--- config.mk ---
export PLATFORM = sky130hd
export DESIGN_NAME = joy_db_select
export DESIGN_NICKNAME = d
export VERILOG_FILES = /design/src/rtl/joy_db_select.sv
export SDC_FILE = /design/constraint.sdc
export NUM_CORES = 1
export LEC_CHECK = 0
export BUFFER_PORTS_ARGS = -buffer_cell sky130_fd_sc_hd__buf_4
export CAP_MARGIN = 40
export CORE_MARGIN = 2
export CORE_UTILIZATION = 50
export CTS_BUF_LIST = sky130_fd_sc_hd__clkbuf_4 sky130_fd_sc_hd__clkbuf_8
export DETAILED_ROUTE_END_ITERATION = 7
export PLACE_DENSITY_LB_ADDON = 0.25
export REMOVE_ABC_BUFFERS = 1
export SLEW_MARGIN = 25
export SYNTH_ARGS = -nofsm -noshare
export SYNTH_HDL_FRONTEND = slang
export SYNTH_SLANG_ARGS = --single-unit
--- constraint.sdc ---
create_clock -name clk_sys -period 2.8 [get_ports clk_sys]
set_input_delay 0.28 -clock clk_sys [delete_from_list [all_inputs] [get_ports clk_sys]]
set_output_delay 0.28 -clock clk_sys [all_outputs]
set_load 0.005 [all_outputs]
--- src/rtl/joy_db_select.sv ---
// joy_db_select: conditioning stage behind the DB9-MD and DB15 joystick readers.
// This block:
//   - synchronises both readers' player words into clk_sys;
//   - works out which adapter is fitted;
//   - debounces the selected words and latches per-player presence;
//   - drives joy1/joy2, joy_raw and the OSD combo button.
module joy_db_select #(
    parameter logic [15:0] DB_CYCLES    = 16'd4096,
    parameter logic [3:0]  DET_CYCLES   = 4'd8,
    parameter logic [23:0] COMBO_CYCLES = 24'd2500000
) (
    input  logic        clk_sys,
    input  logic        RESET,
    input  logic        md_detect_n,
    input  logic        db15_conflict_n,
    input  logic [15:0] joy_md1,
    input  logic [15:0] joy_md2,
    input  logic [15:0] joy_15_1,
    input  logic [15:0] joy_15_2,
    output logic [15:0] joy1,
    output logic [15:0] joy2,
    output logic [5:0]  joy_raw,
    output logic [1:0]  mode,
    output logic        p1_en,
    output logic        p2_en,
    output logic        osd_btn
);

    typedef enum logic [1:0] {
        ST_DB15 = 2'd0,
        ST_NONE = 2'd1,
        ST_MD   = 2'd2
    } det_state_t;

    det_state_t state_q;
    det_state_t state_d;

    logic [1:0]        md_sync;
    logic [1:0]        cf_sync;
    logic [3:0][15:0]  word_meta;
    logic [3:0][15:0]  word_sync;
    logic              md_s;
    logic              cf_s;

    logic [3:0]        md_cnt;
    logic [3:0]        cf_cnt;
    logic              md_ok;
    logic              cf_ok;
    logic              mode_chg;

    logic [1:0][15:0]  src;
    logic [1:0][15:0]  prev_q;
    logic [1:0][15:0]  db_q;
    logic [1:0][15:0]  db_cnt;

    logic              p1_set;
    logic              p2_set;
    logic              p1_en_d;
    logic              p2_en_d;
    logic              show;

    logic              combo;
    logic [23:0]       combo_cnt;

    assign md_s = md_sync[1];
    assign cf_s = cf_sync[1];

    // Two-flop synchronisers; word bits are independent, tearing is removed by the debouncer.
    always_ff @(posedge clk_sys) begin
        // NOTE: sequential state uses non-blocking assignments so every flop samples pre-edge values.
        // NOTE: no memories in this block; every register has a reset value.
        if (RESET) begin
            md_sync   <= 2'b11;
            cf_sync   <= 2'b11;
            word_meta <= '0;
            word_sync <= '0;
        end else begin
            md_sync   <= {md_sync[0], md_detect_n};
            cf_sync   <= {cf_sync[0], db15_conflict_n};
            word_meta <= {joy_15_2, joy_15_1, joy_md2, joy_md1};
            word_sync <= word_meta;
        end
    end

    // Detect qualifiers: count consecutive low samples, clear on high, saturate at DET_CYCLES.
    always_ff @(posedge clk_sys) begin
        if (RESET) begin
            md_cnt <= '0;
            cf_cnt <= '0;
        end else begin
            if (md_s)
                md_cnt <= '0;
            else if (md_cnt != DET_CYCLES)
                md_cnt <= md_cnt + 4'd1;

            if (cf_s)
                cf_cnt <= '0;
            else if (cf_cnt != DET_CYCLES)
                cf_cnt <= cf_cnt + 4'd1;
        end
    end

    assign md_ok = (md_cnt == DET_CYCLES);
    assign cf_ok = (cf_cnt == DET_CYCLES);

    // Detect FSM state register; the state is sticky until RESET.
    always_ff @(posedge clk_sys) begin
        if (RESET)
            state_q <= ST_DB15;
        else
            state_q <= state_d;
    end

    // Detect FSM next state; MD takes priority over the DB15 conflict.
    always_comb begin
        // NOTE: every always_comb output gets a default first so no path can infer a latch.
        state_d = state_q;
        unique case (state_q)
            ST_DB15: begin
                if (md_ok)
                    state_d = ST_MD;
                else if (cf_ok)
                    state_d = ST_NONE;
            end
            ST_NONE: begin
                if (md_ok)
                    state_d = ST_MD;
            end
            ST_MD:   state_d = ST_MD;
            default: state_d = ST_DB15;
        endcase
    end

    assign mode_chg = (state_d != state_q);
    assign mode     = state_q;

    // Source mux: the fitted adapter's words, or zero when DB15 is blocked.
    always_comb begin
        src = '0;
        unique case (state_q)
            ST_MD:   src = {word_sync[1], word_sync[0]};
            ST_DB15: src = {word_sync[3], word_sync[2]};
            default: src = '0;
        endcase
    end

    // Per-player debounce. The word loads on the same edge the counter reaches DB_CYCLES-1.
    // It keeps reloading while the counter is saturated, and the samples are still equal then.
    always_ff @(posedge clk_sys) begin
        if (RESET) begin
            prev_q <= '0;
            db_q   <= '0;
            db_cnt <= '0;
        end else if (mode_chg) begin
            prev_q <= src;
            db_q   <= '0;
            db_cnt <= '0;
        end else begin
            for (int p = 0; p < 2; p++) begin
                prev_q[p] <= src[p];
                if (src[p] != prev_q[p]) begin
                    db_cnt[p] <= '0;
                end else begin
                    if (db_cnt[p] != DB_CYCLES - 16'd1)
                        db_cnt[p] <= db_cnt[p] + 16'd1;
                    if (db_cnt[p] >= DB_CYCLES - 16'd2)
                        db_q[p] <= src[p];
                end
            end
        end
    end

    // A splitter-less MD pad shows up on both words.
    // In MD, player 2 only counts as present while player 1's bit2 is clear.
    assign p1_set  = db_q[0][2];
    assign p2_set  = db_q[1][2] & ~((state_q == ST_MD) & db_q[0][2]);
    assign p1_en_d = p1_en | p1_set;
    assign p2_en_d = p2_en | p2_set;
    assign show    = p1_en_d | p2_en_d;

    // Sticky presence flags and gated output words.
    // The gate uses next-cycle presence, so the first accepted word is not lost.
    always_ff @(posedge clk_sys) begin
        if (RESET) begin
            p1_en   <= 1'b0;
            p2_en   <= 1'b0;
            joy1    <= '0;
            joy2    <= '0;
            joy_raw <= '0;
        end else begin
            p1_en   <= p1_en_d;
            p2_en   <= p2_en_d;
            joy1    <= show ? db_q[0] : 16'h0000;
            joy2    <= show ? db_q[1] : 16'h0000;
            joy_raw <= joy1[5:0] | joy2[5:0];
        end
    end

    assign combo = joy1[10] & joy1[6];

    // OSD combo hold timer: counts while Start+B is held and saturates at COMBO_CYCLES.
    always_ff @(posedge clk_sys) begin
        if (RESET)
            combo_cnt <= '0;
        else if (!combo)
            combo_cnt <= '0;
        else if (combo_cnt != COMBO_CYCLES)
            combo_cnt <= combo_cnt + 24'd1;
    end

    assign osd_btn = (combo_cnt == COMBO_CYCLES);

endmodule

==> impl_results.md <==
* Run status: finished, final reports clean
* Clock insertion delay at the later pin of the skew report at 560 ps
* Setup TNS at 0 ps
* Hpwl dp at 13.6 mm
* Seq cells post-synth at 302
* First-pass GRT wire length at 35.7 mm
* Post-Syn Area per Cell at 10.0 sq um
* Overall routed net length at 21.4 mm
* Sw frac at 21.9%
* Share of cells above drive strength 1 at 20.1%
* Largest fanout on the critical path at 26
* Cell-internal power at 6.75 mW
* DRC at 0
* Placer Congestion at 0.817
* Vias at 8117
* Ant. Diodes at 0
* Leakage power at 5.19 nW
* Grt ovf at 0
* Final worst path period share at 89.4%
* Post-Syn Instances at 1104
* Synth area leader: dfxtp_1
* Clock Power Share at 43.1%
* Antenna Nets Post-Route at 0
* Drt first pass iters at 5
* Synth Warn # at 0
* Max stage delay on crit path at 490 ps
* P per Cell Area at 625 mW/mm^2
* Synth unique cells at 46
* Die Width at 153 um
* Sw Pwr at 1.89 mW
* Critical Path End Type: flop
* Final min period at 2500 ps
* R2R depth at 8
* Critical Path Start Type: flop
* Clk_skew at 23.3 ps
* Synthesized area at 0.0111 sq mm
* DR WL/cell at 13.3 um
* H-tree depth at 2
* Final worst setup slack at 297 ps
* Initial antenna violation count at 0
* Final Setup Violations at 0
* CTS Buffer Depth at 3
* Area contributors post-synth: dfxtp_1, nor2b_1, nor2_1
* I/O pins at 111
* Starting density of the core at 50.8%
* Seq pwr share at 51.2%
* Placement Setup Slack at 275 ps
* Clock Sinks at 302
* Clock transition at path regs at 70 ps
* CP arrival at 2930 ps
* Unrepaired setup endpoints after global routing: false
* Vias per cell at 5.05
* Die Ht at 153 um
* Core area at 0.0218 sq mm
* CTS Buf Count at 47
* Critical Path RT at 3220 ps
* Area Growth Syn to Fin at 24.8%
* Final Hold Viols at 0
* Post-CTS setup buffer count at 0
* Root Driver: clkbuf_8
* Slew Limit Fails at 0
* HP Class: in2reg
* EDFF count, synth at 0
* Most frequent cells in the layout: dfxtp_1, nor2b_1, buf_4, nor2_1, dlygate4sd3_1
* Top_reg_cell synth: dfxtp_1
* Sequential area share after synthesis at 54.5%
* Post-Layout Cell Count at 1607
* Combinational Power Share at 5.7%
* Crit path cell chain: buf_12 > mux2i_2 > or3_1 > nand4_2 > or4_1 > buf_4 > o31ai_1 > a21oi_1
* Final nets at 1369
* Vias in the first global route at 7614
* Max stage delay cell, worst path: or4_1
* DR iter-0 viols at 362
* Slew @ Worst Pin at 782 ps
* Crit path kind: reg2reg
* FFs w/ async S/R, synth at 0%
* Total GRT Usage at 18.2%
* Max cap viols at 0
* Commonest non-fill, non-tap cell in the layout: dfxtp_1
* Relative slew slack at 47.4%
* Max frequency at 0.400 GHz
* Hold Path Stages at 2
* Yosys top cell area share at 54.5%
* Placed insts at 1456
* Largest net degree at the start of global routing at 132
* CTS tree: built
* Rows at 54
* Port buffer count at 110
* Peak VDD IR at 394 uV
* Die area at 0.0234 sq mm
Yosys cell counts, types with 4 or more instances:
| library cell | number |
|---|---|
| buf_6 | 5 |
| o31ai_1 | 13 |
| xnor2_1 | 22 |
| nor3_1 | 44 |
| o31ai_2 | 20 |
| and3_1 | 10 |
| inv_1 | 15 |
| mux2i_1 | 29 |
| buf_1 | 8 |
| nor4_1 | 5 |
| o21ai_1 | 4 |
| buf_12 | 4 |
| or3_1 | 38 |
| nor2_1 | 107 |
| dfxtp_1 | 302 |
| nor2b_1 | 165 |
| mux2i_2 | 6 |
| or2_2 | 5 |
| xor2_1 | 29 |
| a21oi_1 | 42 |
| nand3_1 | 26 |
| ha_1 | 10 |
| nand4_1 | 58 |
| and4_1 | 6 |
| a211oi_1 | 4 |
| o21ai_0 | 35 |
| clkbuf_1 | 43 |
| or4_1 | 5 |
| nand2_1 | 18 |
per-stage QoR:
stage / hold WS (ps) / power [mW] / area (sq um) / utilization (%)
after floorplan: 352 / 4.74 / 10700 / -
after global placement: 397 / 4.93 / 12200 / 55.8
after detailed placement: 395 / 4.94 / 12200 / 55.8
after CTS: 99.5 / 8.77 / 13800 / 63.4
after global routing: 132 / 9.01 / 13800 / 63.4
final: 130 / 8.64 / 13800 / 63.4
sequential cells by signal (all words and copies together), names as in the netlist, 2 cells and up:
signal	count
prev_q	32
combo_cnt	24
mode	2
md_sync	2
word_sync	64
joy_raw	6
joy1	16
md_cnt	4
db_cnt	32
joy2	16
cf_cnt	4
word_meta	64
cf_sync	2
db_q	32
power by group through the flow:
stage | combinational [mW] | clock [mW] | sequential [mW]
2_1_floorplan | 0.226 | 0 | 4.51
3_3_place_gp | 0.412 | 0 | 4.52
3_5_place_dp | 0.417 | 0 | 4.52
4_1_cts | 0.490 | 3.85 | 4.43
5_1_grt | 0.542 | 4.03 | 4.43
6_report | 0.493 | 3.72 | 4.43
layout make-up:
cell class | count | area [sq um]
clock inverters | 8 | 48.8
well taps | 280 | 350
repair buffers | 203 | 1740
fillers | 1799 | 7990
clock buffers | 77 | 935
inverters | 15 | 56.3
multi-input cells | 722 | 4650
flip-flops and latches | 302 | 6050
worst paths after layout:
check,endpoint,start,slack [ps]
worst max-delay path,db_q[19],mode[1],300
worst max register to register,db_q[19],mode[1],300
worst min-delay path,mode[1],RESET,130
worst min register to register,md_sync[1],md_sync[0],410
timing repair:
item / CTS / global route
endpoints found under the setup margin: 0 / 1
hold buffers: 66 / 0
endpoints found under the hold margin: 66 / 0
resized for setup: 0 / 1
per-layer routing:
layer / wire, um / up-vias / part of all wire, % / GRT usage (%)
met3: 867 / 33 / 4.1 / 3.86
met5: 0 / - / 0 / 0
met1: 9370 / 3775 / 44 / 22.6
met4: 484 / 0 / 2.3 / 6.97
met2: 10700 / 146 / 50 / 31.2
li1: - / 4163 / - / -
worst max-delay path: cells and delay by family, from the launching register on:
kind / cells / cell delay [ps]
AND/OR/NAND/NOR: 3 / 810
buffers and inverters: 2 / 440
AO/OA/AOI/OAI: 2 / 380
multiplexers: 1 / 370
flip-flops: 1 / 350
kinds of logic after synthesis:
family,after synthesis,share of synthesized area (%)
multiplexers,35,3.36
buffers and inverters,80,3.80
AO/OA/AOI/OAI,125,7.56
adder cells (fa/ha/maj),10,1.13
XOR/XNOR,51,4.03
flip-flops,302,54.5
AND/OR/NAND/NOR,501,25.6
Power figures use the tool's default switching activity.
